$ cat src/rtl/bomb_stage_renderer.sv
// rtl/bomb_stage_renderer.sv - two-stage pipelined bomb stage picture renderer (RGB332)
module bomb_stage_renderer #(
   parameter int H_RES     = 80,
   parameter int V_RES     = 60,
   parameter int COORD_W   = 7,
   parameter int NUM_WIRES = 4,
   parameter int TIMER_W   = 8,
   parameter int FLASH_DIV = 8
) (
   input  logic                 clk,
   input  logic                 rst_n,
   input  logic                 pix_valid_in,
   input  logic [COORD_W-1:0]   x,
   input  logic [COORD_W-1:0]   y,
   input  logic                 frame_start,
   input  logic [1:0]           state,
   input  logic [NUM_WIRES-1:0] wire_cut,
   input  logic [TIMER_W-1:0]   time_left,
   input  logic [TIMER_W-1:0]   time_max,
   output logic                 pix_valid_out,
   output logic [7:0]           color
);

   typedef enum logic [1:0] {
      ST_WAITING   = 2'd0,
      ST_COUNTDOWN = 2'd1,
      ST_SUCCESS   = 2'd2,
      ST_FAILURE   = 2'd3
   } game_state_t;

   typedef enum logic [2:0] {
      R_OUTSIDE    = 3'd0,
      R_BORDER     = 3'd1,
      R_BAR        = 3'd2,
      R_PANEL      = 3'd3,
      R_WIRE       = 3'd4,
      R_BACKGROUND = 3'd5
   } region_t;

   localparam int PITCH = (H_RES - 24) / NUM_WIRES;
   localparam int PW    = COORD_W + TIMER_W;
   localparam int FC_W  = (FLASH_DIV > 1) ? $clog2(FLASH_DIV) : 1;
   localparam logic [PW-1:0] PANEL_W_V = PW'(H_RES - 22);

   function automatic logic in_box(input logic [31:0] px, input logic [31:0] py,
                                   input logic [31:0] x0, input logic [31:0] x1,
                                   input logic [31:0] y0, input logic [31:0] y1);
      return (px >= x0) && (px <= x1) && (py >= y0) && (py <= y1);
   endfunction

   game_state_t st_in;
   assign st_in = game_state_t'(state);

   // ---------------- flash sequencer ----------------
   logic [FC_W-1:0] frame_cnt;
   logic            flash_phase;

   always_ff @(posedge clk or negedge rst_n) begin
      if (!rst_n) begin
         frame_cnt   <= '0;
         flash_phase <= 1'b0;
      end else if (st_in != ST_FAILURE) begin
         frame_cnt   <= '0;
         flash_phase <= 1'b0;
      end else if (frame_start) begin
         if (frame_cnt == FC_W'(FLASH_DIV - 1)) begin
            frame_cnt   <= '0;
            flash_phase <= ~flash_phase;
         end else begin
            frame_cnt <= frame_cnt + FC_W'(1);
         end
      end
   end

   // ---------------- stage 0: region classification ----------------
   logic [31:0]        xi, yi;
   region_t            region;
   logic [1:0]         wire_sel;
   logic               wire_hit;
   logic [COORD_W-1:0] bar_off;
   logic [PW-1:0]      bar_lhs, bar_rhs;
   logic               bar_lit, warn;

   assign xi = {{(32-COORD_W){1'b0}}, x};
   assign yi = {{(32-COORD_W){1'b0}}, y};

   always_comb begin
      region   = R_OUTSIDE;
      wire_sel = 2'd0;
      wire_hit = 1'b0;
      if (xi >= H_RES || yi >= V_RES) begin
         region = R_OUTSIDE;
      end else if (in_box(xi, yi, 4, H_RES-5, 4, V_RES-5) &&
                   !in_box(xi, yi, 8, H_RES-9, 8, V_RES-9)) begin
         region = R_BORDER;
      end else if (in_box(xi, yi, 11, H_RES-12, 11, 16)) begin
         region = R_BAR;
      end else if (in_box(xi, yi, 9, H_RES-10, 9, 18)) begin
         region = R_PANEL;
      end else begin
         // A cut wire leaves a gap that shows the background behind it.
         for (int i = 0; i < NUM_WIRES; i++) begin
            if (!wire_hit && in_box(xi, yi, 12 + i*PITCH, 14 + i*PITCH, 22, 49) &&
                !(wire_cut[i] && yi >= 34 && yi <= 37)) begin
               wire_hit = 1'b1;
               wire_sel = 2'(i);
            end
         end
         if (wire_hit)
            region = R_WIRE;
         else if (in_box(xi, yi, 8, H_RES-9, 8, V_RES-9))
            region = R_BACKGROUND;
         else
            region = R_OUTSIDE;
      end
   end

   // Bar fill compares full-width cross products, so no division is needed.
   assign bar_off = x - COORD_W'(11);
   assign bar_lhs = {{TIMER_W{1'b0}}, bar_off} * {{COORD_W{1'b0}}, time_max};
   assign bar_rhs = {{COORD_W{1'b0}}, time_left} * PANEL_W_V;
   assign bar_lit = (time_max != '0) && (bar_lhs < bar_rhs);
   assign warn    = (st_in == ST_COUNTDOWN) &&
                    (({2'b00, time_left} << 2) < {2'b00, time_max});

   // ---------------- stage 1 registers ----------------
   logic        v1;
   region_t     region1;
   logic [1:0]  wire_sel1;
   logic        lit1, warn1;
   game_state_t state1;
   logic        phase1;

   always_ff @(posedge clk or negedge rst_n) begin
      if (!rst_n) begin
         v1        <= 1'b0;
         region1   <= R_OUTSIDE;
         wire_sel1 <= 2'd0;
         lit1      <= 1'b0;
         warn1     <= 1'b0;
         state1    <= ST_WAITING;
         phase1    <= 1'b0;
      end else begin
         v1        <= pix_valid_in;
         region1   <= region;
         wire_sel1 <= wire_sel;
         lit1      <= bar_lit;
         warn1     <= warn;
         state1    <= st_in;
         phase1    <= flash_phase;
      end
   end

   // ---------------- stage 2: colour lookup ----------------
   logic [7:0] color_next;

   always_comb begin
      color_next = 8'h00;
      case (region1)
         R_BORDER:     color_next = 8'h00;
         R_BAR:        color_next = lit1 ? (warn1 ? 8'hE0 : 8'hFC) : 8'h0C;
         R_PANEL:      color_next = 8'h0C;
         R_WIRE: begin
            case (wire_sel1)
               2'd0:    color_next = 8'hE0;
               2'd1:    color_next = 8'h90;
               2'd2:    color_next = 8'h2B;
               default: color_next = 8'h35;
            endcase
         end
         R_BACKGROUND: color_next = 8'hB6;
         default: begin
            case (state1)
               ST_SUCCESS: color_next = 8'h15;
               ST_FAILURE: color_next = phase1 ? 8'h00 : 8'hA4;
               default:    color_next = 8'h49;
            endcase
         end
      endcase
   end

   always_ff @(posedge clk or negedge rst_n) begin
      if (!rst_n) begin
         pix_valid_out <= 1'b0;
         color         <= 8'h00;
      end else begin
         pix_valid_out <= v1;
         color         <= v1 ? color_next : 8'h00;
      end
   end

endmodule

$ cat config.mk
export PLATFORM = sky130hd
export DESIGN_NAME = bomb_stage_renderer
export DESIGN_NICKNAME = d
export VERILOG_FILES = /design/src/rtl/bomb_stage_renderer.sv
export SDC_FILE = /design/constraint.sdc
export NUM_CORES = 1
export LEC_CHECK = 0
export ABC_AREA = 1
export CAP_MARGIN = 20
export CORE_MARGIN = 4
export CORE_UTILIZATION = 60
export CTS_BUF_LIST = sky130_fd_sc_hd__clkbuf_8
export DETAILED_ROUTE_END_ITERATION = 8
export PLACE_DENSITY = 0.82
export RECOVER_POWER = 100
export SYNTH_ARGS = -nofsm -noshare
export SYNTH_HDL_FRONTEND = slang
export SYNTH_SLANG_ARGS = --single-unit
export TNS_END_PERCENT = 30
$ cat constraint.sdc
create_clock -name clk -period 1.5 [get_ports clk]
set_clock_uncertainty 0.15 [all_clocks]
set_input_delay 0.225 -clock clk [delete_from_list [all_inputs] [get_ports clk]]
set_output_delay 0.225 -clock clk [all_outputs]
set_load 0.005 [all_outputs]
### Word-level counts from Yosys, hierarchy flattened

Cells that the tools add are included.

* register bits: 24

* $add $sub $neg: 2
* $mul: 2
* $lt $le $gt $ge: 32
* equality and inequality tests: 12
* multiplexer cells: 46
* bitwise gates (word level): 1
* reductions and logical operators: 56

Operators by type and width (count)
* $ge 7x4->1 const B: 7
* $le 7x6->1 const B: 6
* $logic_and 1x1->1: 42
* $pmux 8 s5: 1
* $ge 7x6->1 const B: 4
* $le 7x7->1 const B: 4
* $mux 3: 9
* $mux 1: 24
* $mux 8: 3
* $pmux 8 s3: 1
* $le 7x5->1 const B: 3
* $pmux 8 s2: 1
* $lt 15x14->1: 1
* $mul 7x8->15: 1
* $ge 7x3->1 const B: 2
* $ge 7x5->1 const B: 2
* $mul 8x5->13 const B: 1
* $mux 2: 6
* $lt 10x8->1: 1
* $eq 3x3->1 const B: 3
* $logic_not 1->1: 8
* $reduce_bool 8->1: 1
* $ge 7x7->1 const B: 1
* $le 7x4->1 const B: 1
* 13 further kinds: 18

### Logic depth before layout (Yosys ltp)

* depth in word-level cells: 39
* mapped depth: 33

### Least setup slack after synthesis

Ideal clock, no wire load.

* path type: input -> register
* from: input port x[0]
* to: register lit1
* arrival time: 5.055 ns
* data required time: 1.279 ns
* slack: -3.776 ns
* stages on the path: 31
* buffers on the path: 0
* cells stage by stage: ha_1 inv_1 nor2_2 nor2_4 inv_1 o21ai_1 o21ai_2 inv_2 nand2_1 fa_1 fa_1 inv_1 fa_1 inv_1 fa_1 inv_1 ha_1 nand2_1 inv_1 a21boi_1 o21ai_1 xor2_1 ha_1 a21oi_1 o21a_1 nand2_1 nand2_1 nand2_1 nand2_1 nand2_1 nor2_1

* longest elaborated chain between the ends: 4

Ends and longest elaborated chain
* start: declaration: line 13 `input logic [COORD_W-1:0] x,`
* $sub 7x4->7: line 119 `assign bar_off = x - COORD_W'(11);`
* $mul 7x8->15: line 120 `assign bar_lhs = {{TIMER_W{1'b0}}, bar_off} * {{COORD_W{1'b0}}, time_max};`
* $lt 15x14->1: line 122 `assign bar_lit = (time_max != '0) && (bar_lhs < bar_rhs);`
* $logic_and 1x1->1: line 122
* named net bar_lit: line 82 `logic bar_lit, warn;`
* end signal: assignment: line 147 `lit1 <= bar_lit;`
* end: declaration: line 130 `logic lit1, warn1;`

The timed path passes the listed nets, and every way through them passes these cells.
A chain may end at the register's enable or synchronous reset.

### Worst setup path after layout

Ends and elaborated chain as after synthesis.

==> qor.csv <==
stage;metric;value;unit
critical_path;crit-path max cell delay;0.52;ns
logic_synthesis;most common cell in the netlist;nand2_1;
logic_synthesis;cell area after synthesis;0.00479;sq mm
routing;met3 wire len;985;microns
global_routing;grt total ovfl;0;
routing;ANT nets after route;0;
logic_synthesis;Syn. warnings;0;
routing;Max Used Layer;met4;
routing;via count;5375;
logic_synthesis;Avg Cell Area, Syn;7.26;sq um
routing;final WL;16200;microns
floorplanning;DIE AREA;0.00947;sq mm
layout;fin cells;943;
critical_path;WP data required;1.55;ns
sta;Fmax;196;MHz
logic_synthesis;Synth area leader;ha_1;
routing;initial drt markers;270;
sta;final setup fails;11;
global_routing;initial antenna violation count;0;
sta;Period minus WS final;5.11;ns
critical_path;startpoint class of the critical path;input port;
floorplanning;# rows;32;
logic_synthesis;Seq cells post-synth;24;
floorplanning;DIE WIDTH;97.3;microns
cts;clock sink count;24;
sta;Final Hold Viols;0;
sta;Final TNS setup;-4.47;ns
cts;CTS H-tree depth;1;
critical_path;element type at the critical path end;flip-flop;
global_routing;first-pass GRT wire length;23300;microns
cts;TritonCTS clock tree;built;
layout;layout cells sized above 1;32.6;%
logic_synthesis;Seq/Total Area, Yosys;12.5;%
logic_synthesis;syn_nets;823;
place;placed insts;922;
cts;register clock-pin slew on the reported worst setup and hold paths;0.09;ns
place;Port Buffers;48;
logic_synthesis;top cells by area, synth;ha_1 22%, fa_1 17%, dfrtp_1 13%, nand2_1 10%, inv_1 9.4%;
sta;Final Hold Slack;0.292;ns
logic_synthesis;Synth Flop Type;dfrtp_1;
sta;Final period util;341;%
critical_path;worst setup path class;in -> reg;
layout;Area growth syn-to-layout;43.0;%
routing;residual DRC count;0;
floorplanning;initial core utilization;61.9;%
critical_path;Worst Path Max Fanout;4;
cts;worst skew pair latency;0.27;ns
routing;metal1 wirelength;6200;microns
global_routing;vias in the first global route;5263;
logic_synthesis;Distinct cells, synth;41;
layout;Ant. Diodes;0;
cts;Root Buffer;clkbuf_8;
power;Final Power;8.69;mW
critical_path;Critical-path top delay cell;fa_1;
sta;worst-margin pin slew;0.586;ns
logic_synthesis;asr flop ratio synth;100;%
place;final RePlAce weighted congestion;0.910;
power;Leak;3.74;nW
place;post-DP HPWL;10600;microns
global_routing;GR Util All Layers;29.3;%
floorplanning;die height;97.3;microns
routing;DR vias/cell;5.70;
routing;routed length on met2;7860;microns
layout;Nets;1006;
floorplanning;Core Box Area;0.00773;sq mm
cts;Hold Buf Count CTS;0;
job;max_cap viols;0;
global_routing;largest net degree at the start of global routing;25;
worst_hold_path;Worst Hold Class;reg -> reg;
status;failing checks;setup timing;
routing;DR pass1 iterations;5;
floorplanning;io pins;49;
layout;fin util;88.6;%
sta;Slew Limit Fails;0;
cts;clock buffer depth;2;
power;worst IR drop on VDD;1490;uV
sta;Slew headroom;60.9;%
logic_synthesis;post-synth top area share;22.0;%
logic_synthesis;Gate Count Post-Synth;659;
cts;CTS Buf Count;3;
logic_synthesis;synth cell count leaders;131 x nand2_1, 120 x inv_1, 87 x nor2_1;
status;status;finished, violations left;
routing;routed len/inst;17.2;microns
logic_synthesis;Post-synth EDFFs;0;
sta;PnR worst setup slack;-3.61;ns
sta;unrepaired setup endpoints after global routing;true;
critical_path;WP data arrival;5.16;ns
power;Power Dens Cells;1270;mW/mm^2
==> registers in the layout, summed over array words and instances (netlist names) <==
signal         cells
color              8
frame_cnt          3
region1            3
state1             2
wire_sel1          2
flash_phase        1
lit1               1
phase1             1
pix_valid_out      1
v1                 1
warn1              1
==> cell families after synthesis <==
| family | share of synthesized area [%] |
|---|---|
| AO/OA/AOI/OAI | 8.52 |
| XOR/XNOR | 4.34 |
| adder cells (fa/ha/maj) | 38.7 |
| buffers and inverters | 10.7 |
| flip-flops | 12.5 |
| AND/OR/NAND/NOR | 25.2 |
==> final cells by class <==
cell class | instances | area [sq um]
timing repair buffer | 180 | 1450
clock buffer | 3 | 41.3
clock inverter | 1 | 30.0
sequential | 24 | 601
fill | 376 | 883
inverter | 134 | 515
multi-input combinational | 499 | 4080
tap | 102 | 128
==> placed cells by master, fill, tap and decap left out, types with 3 or more instances in the layout <==
master / synthesis / final
clkbuf_2: 0 / 8
buf_2: 0 / 4
a21oi_1: 29 / 21
xnor2_1: 6 / 6
clkdlybuf4s15_2: 0 / 4
ha_1: 84 / 74
nand3_2: 1 / 6
dfrtp_1: 24 / 24
fa_1: 40 / 40
xor2_1: 14 / 14
nor2_1: 87 / 71
o21ai_1: 8 / 7
o21ai_0: 18 / 14
nand2_1: 131 / 118
clkdlybuf4s25_1: 0 / 4
nor3_1: 8 / 5
inv_2: 13 / 29
dlygate4sd3_1: 0 / 4
nand4_1: 6 / 6
nand2_4: 1 / 4
inv_1: 120 / 101
o21a_1: 3 / 3
inv_4: 0 / 3
nor2_4: 4 / 13
buf_4: 1 / 120
o21ai_2: 2 / 5
clkdlybuf4s50_1: 0 / 12
nor2_2: 8 / 15
buf_6: 0 / 10
a21oi_2: 1 / 7
ha_4: 0 / 9
nand3_1: 25 / 20
clkbuf_8: 0 / 3
nand2_2: 4 / 14
dlygate4sd2_1: 0 / 7
==> worst max-delay path, delay by kind of cell <==
kind	cells	cell delay [ns]
AOI/OAI and AO/OA	6	0.83
buffers and inverters	8	0.51
adders and majority gates	7	2.73
xor gates and xnor gates	1	0.15
and+or+nand+nor	10	0.72
==> final timing paths <==
check,cells after the start,slack [ns],start,endpoint
worst max-delay path,32,-3.61,x[0],lit1$_DFF_PN0_
worst min-delay path,0,0.29,v1$_DFF_PN0_,pix_valid_out$_DFF_PN0_
worst max register to register,8,-0.20,region1[2]$_DFF_PN0_,color[2]$_DFF_PN0_
worst min register to register,0,0.29,v1$_DFF_PN0_,pix_valid_out$_DFF_PN0_
max in group asynchronous,2,0.48,rst_n,region1[1]$_DFF_PN0_
min in group asynchronous,2,0.33,rst_n,phase1$_DFF_PN0_
==> per-stage QoR <==
step                      instance area (sq um)  setup slack [ns]
after floorplan                            4860             -3.35
after global placement                     6320             -4.07
after detailed placement                   6320             -4.27
after CTS                                  6520             -3.48
after global routing                       6840             -3.85
final                                      6840             -3.61
==> metal layers <==
metal	vias up	track usage, %
li1	2436	-
met1	2507	34.5
met2	306	53.1
met3	126	4.24
met4	0	12.1
met5	-	0
==> power by group <==
group / internal (mW) / switching [mW] / leakage, nW / total [mW]
clock network: 0.357 / 0.218 / 0.0357 / 0.575
logic: 3.42 / 3.97 / 3.39 / 7.38
registers: 0.706 / 0.0290 / 0.313 / 0.735
total: 4.48 / 4.21 / 3.74 / 8.69
==> repair_timing <==
action	in CTS	in global routing
setup endpoints to repair	12	17
buffers inserted	6	12
pin swaps	21	46
gates resized for setup	96	96
Note: power is estimated with default switching activity, not from simulation.
